--- src/rtl/mux_scan_sequencer.sv ---
// mux_scan_sequencer: steps the mux select through enabled channels, samples each after a settle time, hands out a packed frame
module mux_scan_sequencer #(
  parameter int NUM_CH = 31,
  parameter int SEL_W  = 5,
  parameter int DATA_W = 2,
  parameter int SETTLE = 1
) (
  input  logic                     clk,
  input  logic                     reset,
  input  logic                     start,
  input  logic [NUM_CH-1:0]        ch_mask,
  output logic [SEL_W-1:0]         sel,
  input  logic [DATA_W-1:0]        mux_out,
  output logic                     busy,
  output logic [NUM_CH*DATA_W-1:0] frame,
  output logic                     frame_valid,
  input  logic                     frame_ready
);
  typedef enum logic [1:0] {ST_IDLE, ST_SETTLE, ST_SAMPLE, ST_VALID} state_t;
  localparam logic [SEL_W-1:0] PARK = '1;
  localparam logic [3:0] SETTLE_CNT = 4'(SETTLE);
  localparam state_t LOAD_ST = SETTLE == 0 ? ST_SAMPLE : ST_SETTLE;
  state_t state_q, state_d;
  logic [SEL_W-1:0] sel_q, sel_d, first_ch, next_ch;
  logic [NUM_CH-1:0] mask_q, mask_d;
  logic [3:0] cnt_q, cnt_d;
  logic [NUM_CH*DATA_W-1:0] frame_q, frame_d;
  logic busy_q, busy_d, valid_q, valid_d, has_next;
  always_comb begin
    first_ch = '0;
    next_ch = '0;
    has_next = 1'b0;
    for (int i = NUM_CH - 1; i >= 0; i--) begin
      if (ch_mask[i]) first_ch = SEL_W'(i);
      if (mask_q[i] && SEL_W'(i) > sel_q) begin
        next_ch = SEL_W'(i);
        has_next = 1'b1;
      end
    end
  end
  always_comb begin
    state_d = state_q;
    sel_d = sel_q;
    mask_d = mask_q;
    cnt_d = cnt_q;
    frame_d = frame_q;
    case (state_q)
      ST_IDLE: if (start) begin
        frame_d = '0;
        mask_d = ch_mask;
        if (|ch_mask) begin
          sel_d = first_ch;
          cnt_d = SETTLE_CNT;
          state_d = LOAD_ST;
        end else state_d = ST_VALID;
      end
      ST_SETTLE: begin
        cnt_d = cnt_q - 4'd1;
        if (cnt_q == 4'd1) state_d = ST_SAMPLE;
      end
      ST_SAMPLE: begin
        frame_d[DATA_W*sel_q +: DATA_W] = mux_out;
        sel_d = has_next ? next_ch : PARK;
        cnt_d = SETTLE_CNT;
        state_d = has_next ? LOAD_ST : ST_VALID;
      end
      default: if (frame_ready) state_d = ST_IDLE;
    endcase
    busy_d = state_d != ST_IDLE;
    valid_d = state_d == ST_VALID;
  end
  always_ff @(posedge clk) begin
    if (reset) begin
      state_q <= ST_IDLE;
      sel_q <= PARK;
      mask_q <= '0;
      cnt_q <= '0;
      frame_q <= '0;
      busy_q <= 1'b0;
      valid_q <= 1'b0;
    end else begin
      state_q <= state_d;
      sel_q <= sel_d;
      mask_q <= mask_d;
      cnt_q <= cnt_d;
      frame_q <= frame_d;
      busy_q <= busy_d;
      valid_q <= valid_d;
    end
  end
  assign sel = sel_q;
  assign busy = busy_q;
  assign frame = frame_q;
  assign frame_valid = valid_q;
endmodule

--- config.mk ---
export PLATFORM = sky130hd
export DESIGN_NAME = mux_scan_sequencer
export DESIGN_NICKNAME = d
export VERILOG_FILES = /design/src/rtl/mux_scan_sequencer.sv
export SDC_FILE = /design/constraint.sdc
export NUM_CORES = 1
export LEC_CHECK = 0
export CAP_MARGIN = 20
export CORE_MARGIN = 10
export CORE_UTILIZATION = 48
export CTS_CLUSTER_DIAMETER = 200
export DETAILED_ROUTE_END_ITERATION = 10
export PLACE_DENSITY_LB_ADDON = 0.25
export REMOVE_ABC_BUFFERS = 1
export SYNTH_ARGS = -nofsm -noshare
export SYNTH_HDL_FRONTEND = slang
export SYNTH_SLANG_ARGS = --single-unit
--- constraint.sdc ---
create_clock -name clk -period 2.9 [get_ports clk]
set_input_delay 0.29 -clock clk [delete_from_list [all_inputs] [get_ports clk]]
set_output_delay 0.29 -clock clk [all_outputs]
set_load 0.1 [all_outputs]
# --- Word level (Yosys, flattened, before mapping) ---
# Index checks and enable logic that the tools add are counted.
totals:
  regBits: 106
  output_inout_bits: 69
  in_bits: 37
op_classes:
  order_cmp: 31
  reduce_logical: 40
  eq_ne: 6
  n_shift: 2
  addsub: 2
  muxes: 109
ops:
  columns: ["operator", "count"]
  rows:
  - ["5-bit 2-to-1 mux", 65]
  - ["62-bit case mux with 2 select lines", 1]
  - ["5-bit > comparator, first input constant", 15]
  - ["62-bit bitwise mux", 1]
  - ["62-bit 2-to-1 mux", 1]
  - ["2-bit by 34-bit variable shift with 62-bit output, first input constant", 1]
  - ["2-bit by 34-bit variable part select with 62-bit output", 1]
  - ["4-bit by 5-bit > comparator with 1-bit output, first input constant", 8]
  - ["6-bit negator with 34-bit output", 1]
  - ["1-bit logical AND", 31]
  - ["1-bit 2-to-1 mux", 31]
  - ["31-bit OR reduction", 1]
  - ["3-bit by 5-bit > comparator with 1-bit output, first input constant", 4]
  - ["4-bit case mux with 3 select lines", 1]
  - ["1-bit by 5-bit > comparator with 1-bit output, first input constant", 2]
  - ["2-bit by 5-bit > comparator with 1-bit output, first input constant", 2]
  - ["2-bit 2-to-1 mux", 5]
  - ["5-bit case mux with 2 select lines", 1]
  - ["4-bit 2-to-1 mux", 2]
  - ["2-bit case mux with 3 select lines", 1]
  - ["3-bit AND reduction", 2]
  - ["2-bit == test, second input constant", 2]
  - ["4-bit by 1-bit == test with 1-bit output, second input constant", 1]
  - ["2-bit inequality test, second input constant", 2]
  - ["6 further kinds", 8]

# --- Depth between registers and ports, before layout ---
logic_depth:
  word_depth: 36
  mapped_depth: 15
  depth_no_buf: 11

# --- Worst setup path after synthesis ---
# OpenSTA, ideal clock, no wires.
synth_timing:
  path_kind: "reg-to-reg"
  startpoint: "register sel_q[0], in the netlist sel[0]"
  endpoint: "register busy_q, in the netlist busy"
  path_stages_with_launch: 16
  setup_ns: 0.120
  t_arrival_ns: 3.564
  period_less_slack_ns: 3.684
  setup_slack_ns: -0.784
  cell_sequence: "dfxtp_1 -> buf_4 -> buf_6 -> inv_1 -> ha_1 -> clkbuf_1 -> and2_1 -> ha_1 -> clkbuf_1 -> nor2b_1 -> o21ai_0 -> nand2_1 -> a211oi_1 -> and4_1 -> o211a_1 -> or2_1"
synth_via:
  elab_chain_cells: 36
synth_lines:
  columns: ["item", "line_no", "source"]
  rows:
  - ["start: declaration", "24", "logic [SEL_W-1:0] sel_q, sel_d, first_ch, next_ch;"]
  - ["start signal: assignment", "83", "sel_q <= sel_d;"]
  - ["5-bit > comparator", "35", "if (mask_q[i] && SEL_W'(i) > sel_q) begin"]
  - ["1-bit logical AND", "35", null]
  - ["1-bit 2-to-1 mux (30 in series)", "35", null]
  - ["1-bit 2-to-1 mux *", "35", null]
  - ["2-bit 2-to-1 mux *", "65", "state_d = has_next ? LOAD_ST : ST_VALID;"]
  - ["2-bit case mux with 3 select lines *", "47", "case (state_q)"]
  - ["2-bit nonzero test *", "69", "busy_d = state_d != ST_IDLE;"]
  - ["end signal: assignment", "87", "busy_q <= busy_d;"]
  - ["end: declaration", "28", "logic busy_q, busy_d, valid_q, valid_d, has_next;"]
# Mark *: on every way between the ends. The rest lies on a longest branch, timed or not.
# A chain may end at the register's enable or synchronous reset.

# --- Worst setup path after layout ---
layout_timing:
  startpoint: "register state_q[1]"
  endpoint: "register frame_q[7], in the netlist frame[7]"
layout_via:
  elab_chain_cells: 3
layout_lines:
  columns: ["item", "line_no", "source"]
  rows:
  - ["start: declaration", "23", "state_t state_q, state_d;"]
  - ["start signal: assignment", "82", "state_q <= state_d;"]
  - ["2-bit == test / 2-bit zero test (equally long branches)", "47", null]
  - ["2-bit nonzero test (no source line) / 2-bit inequality test (equally long branches)", null, null]
  - ["2-bit AND reduction (no source line)", null, null]
  - ["end signal: assignment", "86", "frame_q <= frame_d;"]
  - ["end: declaration", "27", "logic [NUM_CH*DATA_W-1:0] frame_q, frame_d;"]
# Several ways; a longest one is shown, not always the timed one.

==> flow_metrics.env <==
export IMPL_outcome="finished clean"
export IMPL_fin_nets=916
export IMPL_synth_cells=772
export IMPL_htree_levels=3
export IMPL_worst_slack_ns=0.0347
export IMPL_ys_ff_latch=106
export IMPL_hp_class="reg -> reg"
export IMPL_post_place_ws_ns=0.0572
export IMPL_critPathBufInv=1
export IMPL_sequentialPowerShare=0.326
export IMPL_maxCapViolCount=0
export IMPL_worst_slew_pin_slew_ns=1.00
export IMPL_drt_iter0_drc=658
export IMPL_max_stage_delay_ns=0.73
export IMPL_reg2reg_slack_ns=0.03
export IMPL_syn_to_final_growth_pct=24.0
export IMPL_routed_wl_um=19400
export IMPL_drc_errors=0
export IMPL_yosysTopAreaCellShare=0.361
export IMPL_routabilityCongestion=0.946
export IMPL_post_synth_top_area_cell="dfxtp_1"
export IMPL_most_common_layout_cells="nor2_1 (106), dfxtp_1 (106), nand2_1 (96)"
export IMPL_p_clk_frac=0.248
export IMPL_initial_core_util=0.489
export IMPL_postRouteAntennaNets=0
export IMPL_syn_area_mm2=0.00587
export IMPL_p_total_uw=5220
export IMPL_synth_warnings=0
export IMPL_final_cell_count_no_fill=1018
export IMPL_rsz0062_at_grt="yes"
export IMPL_maxSlewViolCount=0
export IMPL_grt_pass1_wl_um=30700
export IMPL_synth_edff_count=0
export IMPL_finClkSkew_ns=0.00848
export IMPL_dieArea_mm2=0.0171
export IMPL_antenna_found_initial=0
export IMPL_dr_pass1_iters=6
export IMPL_io_pins=106
export IMPL_crit_path_start_kind="register"
export IMPL_r2r_end="frame[7]$_SDFFE_PP0P_"
export IMPL_grt_max_degree=63
export IMPL_p_int_uw=3030
export IMPL_p_comb_frac=0.426
export IMPL_clock_latency_ns=0.36
export IMPL_n_antenna_cell=0
export IMPL_leakage_uw=0.00283
export IMPL_clockBufferDepth=2
export IMPL_grt_pass1_vias=5951
export IMPL_final_setup_tns_ns=0
export IMPL_grt_total_usage=0.224
export IMPL_cts_tree="yes"
export IMPL_hold_violations=0
export IMPL_p_per_area_mw_per_mm2=716
export IMPL_num_fill_cells=1134
export IMPL_yosys_most_used_dff="dfxtp_1"
export IMPL_cp_depth=7
export IMPL_core_area_mm2=0.0120
export IMPL_ir_drop_v=0.000538
export IMPL_grt_ovfl_total=0
export IMPL_critPathRequiredTime_ns=3.20
export IMPL_utilization=0.606
export IMPL_ff2ff_path_depth=7
export IMPL_cp_arrival_ns=3.16
export IMPL_worstSetupStartpoint="state_q[1]$_SDFF_PP0_"
export IMPL_cp_slowest_cell="nor3_1"
export IMPL_die_h_um=131
export IMPL_ctsResizeCount=0
export IMPL_rr_startpoint="state_q[1]$_SDFF_PP0_"
export IMPL_via_count=6302
export IMPL_dp_cells=1004
export IMPL_worst_path_max_fanout=11
export IMPL_crit_path_end_kind="register"
export IMPL_cts_setup_buffers=0
export IMPL_period_minus_slack_ns=2.87
export IMPL_path_class="reg -> reg"
export IMPL_yosysUniqueCellTypes=73
export IMPL_cp_endpoint="frame[7]$_SDFFE_PP0P_"
export IMPL_async_flop_share=0
export IMPL_max_slew_margin=0.332
export IMPL_netSwitchingPower_uw=2180
export IMPL_numCtsBuffers=9
export IMPL_p_sw_frac=0.418
export IMPL_cts_hold_buf=0
export IMPL_max_clock_freq_mhz=349
export IMPL_synth_area_leaders="dfxtp_1 (36%), nor2_1 (6.8%), nand2_1 (6.1%), a21oi_1 (5.6%), a22oi_1 (5.5%)"
export IMPL_row_count=40
export IMPL_drive_gt1_frac=0.152
export IMPL_cp_top_family="compound AO/OA/AOI/OAI gates"
export IMPL_path_cells="inv_1, ha_1, o21ai_1, o2111ai_1, nor3_1, a32oi_1, nor2_1"
export IMPL_io_buffers=105
export IMPL_seq_area_frac_synth=0.361
export IMPL_avgSynthCellArea_um2=7.61
export IMPL_clock_sinks=106
export IMPL_setup_viol=0
export IMPL_post_route_period_util=0.988
export IMPL_root_buffer="clkbuf_16"
export IMPL_routedWlPerCell_um=19.1
export IMPL_dp_hpwl_um=14400
export IMPL_clk_pin_slew_ns=0.07
export IMPL_viasPerCell=6.19
export IMPL_die_width_um=131
-- layout make-up --
class | instances | area (um^2) | share of cell area
well taps | 147 | 184 | 0.0252
inverters | 22 | 82.6 | 0.0113
repair buffers | 132 | 1100 | 0.151
flip-flops and latches | 106 | 2120 | 0.291
multi-input cells | 597 | 3490 | 0.479
clock buffers | 10 | 229 | 0.0314
clock inverters | 4 | 76.3 | 0.0105
-- kinds of logic (layout without fill, tap and decap cells) --
family,after synthesis,in the layout,synth area share
muxes,1,1,0.00170
AOI/OAI and AO/OA,265,265,0.307
buffers and inverters,69,168,0.0492
DFF,106,106,0.361
and+or+nand+nor,320,320,0.257
adders and majority gates,11,11,0.0234
-- power groups by stage --
stage	Clock (uW)	Combinational [uW]	Sequential, uW
after floorplan	0	1140	1980
after global placement	0	2110	1720
after detailed placement	0	2150	1730
after CTS	1310	2160	1700
after global routing	1380	2420	1720
final	1290	2220	1700
-- synth_stat cells, types with 3 or more instances --
| cell type | n |
|---|---|
| o22a_1 | 3 |
| a221oi_1 | 4 |
| nor3_1 | 22 |
| buf_2 | 12 |
| a22oi_1 | 43 |
| clkbuf_1 | 32 |
| nand2_1 | 96 |
| o211a_1 | 3 |
| a211oi_1 | 5 |
| or2_1 | 4 |
| o21a_1 | 4 |
| inv_1 | 21 |
| a31oi_1 | 8 |
| a21o_1 | 7 |
| nor2_1 | 107 |
| nand4_1 | 4 |
| or2_2 | 8 |
| a211o_1 | 3 |
| o21ai_1 | 4 |
| nor4_1 | 13 |
| dfxtp_1 | 106 |
| ha_1 | 11 |
| nor2b_1 | 9 |
| nor3b_1 | 3 |
| and2_1 | 22 |
| nand3b_1 | 5 |
| a32oi_1 | 21 |
| o211ai_1 | 5 |
| a21oi_1 | 66 |
| o31a_1 | 5 |
| o31ai_1 | 5 |
| a21boi_0 | 4 |
| nand3_1 | 5 |
| o21ai_0 | 45 |
| o2111a_1 | 3 |
| nand2b_1 | 8 |
-- layer usage --
metal | wire, um | track usage
met1 | 8580 | 0.298
met2 | 9120 | 0.353
met3 | 1280 | 0.0439
met4 | 442 | 0.0765
met5 | 0 | 0
-- worst min-delay path, cell delays in order (launching register included) --
cell and delay (ns):
dfxtp_1 0.31, nand2_1 0.05, a21oi_1 0.05
-- through the flow --
step	area [um^2]	hold slack (ns)
2_1_floorplan	5670	0.359
3_3_place_gp	6950	0.458
3_5_place_dp	6950	0.449
4_1_cts	7260	0.466
5_1_grt	7280	0.494
6_report	7280	0.463
-- flip-flops by register name, summed over array words and instances (netlist names) --
signal       count
state_q          2
cnt_q            4
sel              5
mask_q          31
frame           62
frame_valid      1
busy             1
-- how the worst min path moves through the flow --
stage | startpoint | to | slack, ns | cells past startpoint
after floorplan | reset | cnt_q[2]$_SDFFE_PP0P_ | 0.36 | 1
after global placement | mask_q[16]$_SDFFE_PP0P_ | mask_q[16]$_SDFFE_PP0P_ | 0.46 | 2
after detailed placement | mask_q[16]$_SDFFE_PP0P_ | mask_q[16]$_SDFFE_PP0P_ | 0.45 | 2
after CTS | mask_q[16]$_SDFFE_PP0P_ | mask_q[16]$_SDFFE_PP0P_ | 0.47 | 2
after global routing | mask_q[0]$_SDFFE_PP0P_ | mask_q[0]$_SDFFE_PP0P_ | 0.49 | 2
final | mask_q[16]$_SDFFE_PP0P_ | mask_q[16]$_SDFFE_PP0P_ | 0.46 | 2
No activity file was read; power rests on OpenSTA's default activity.
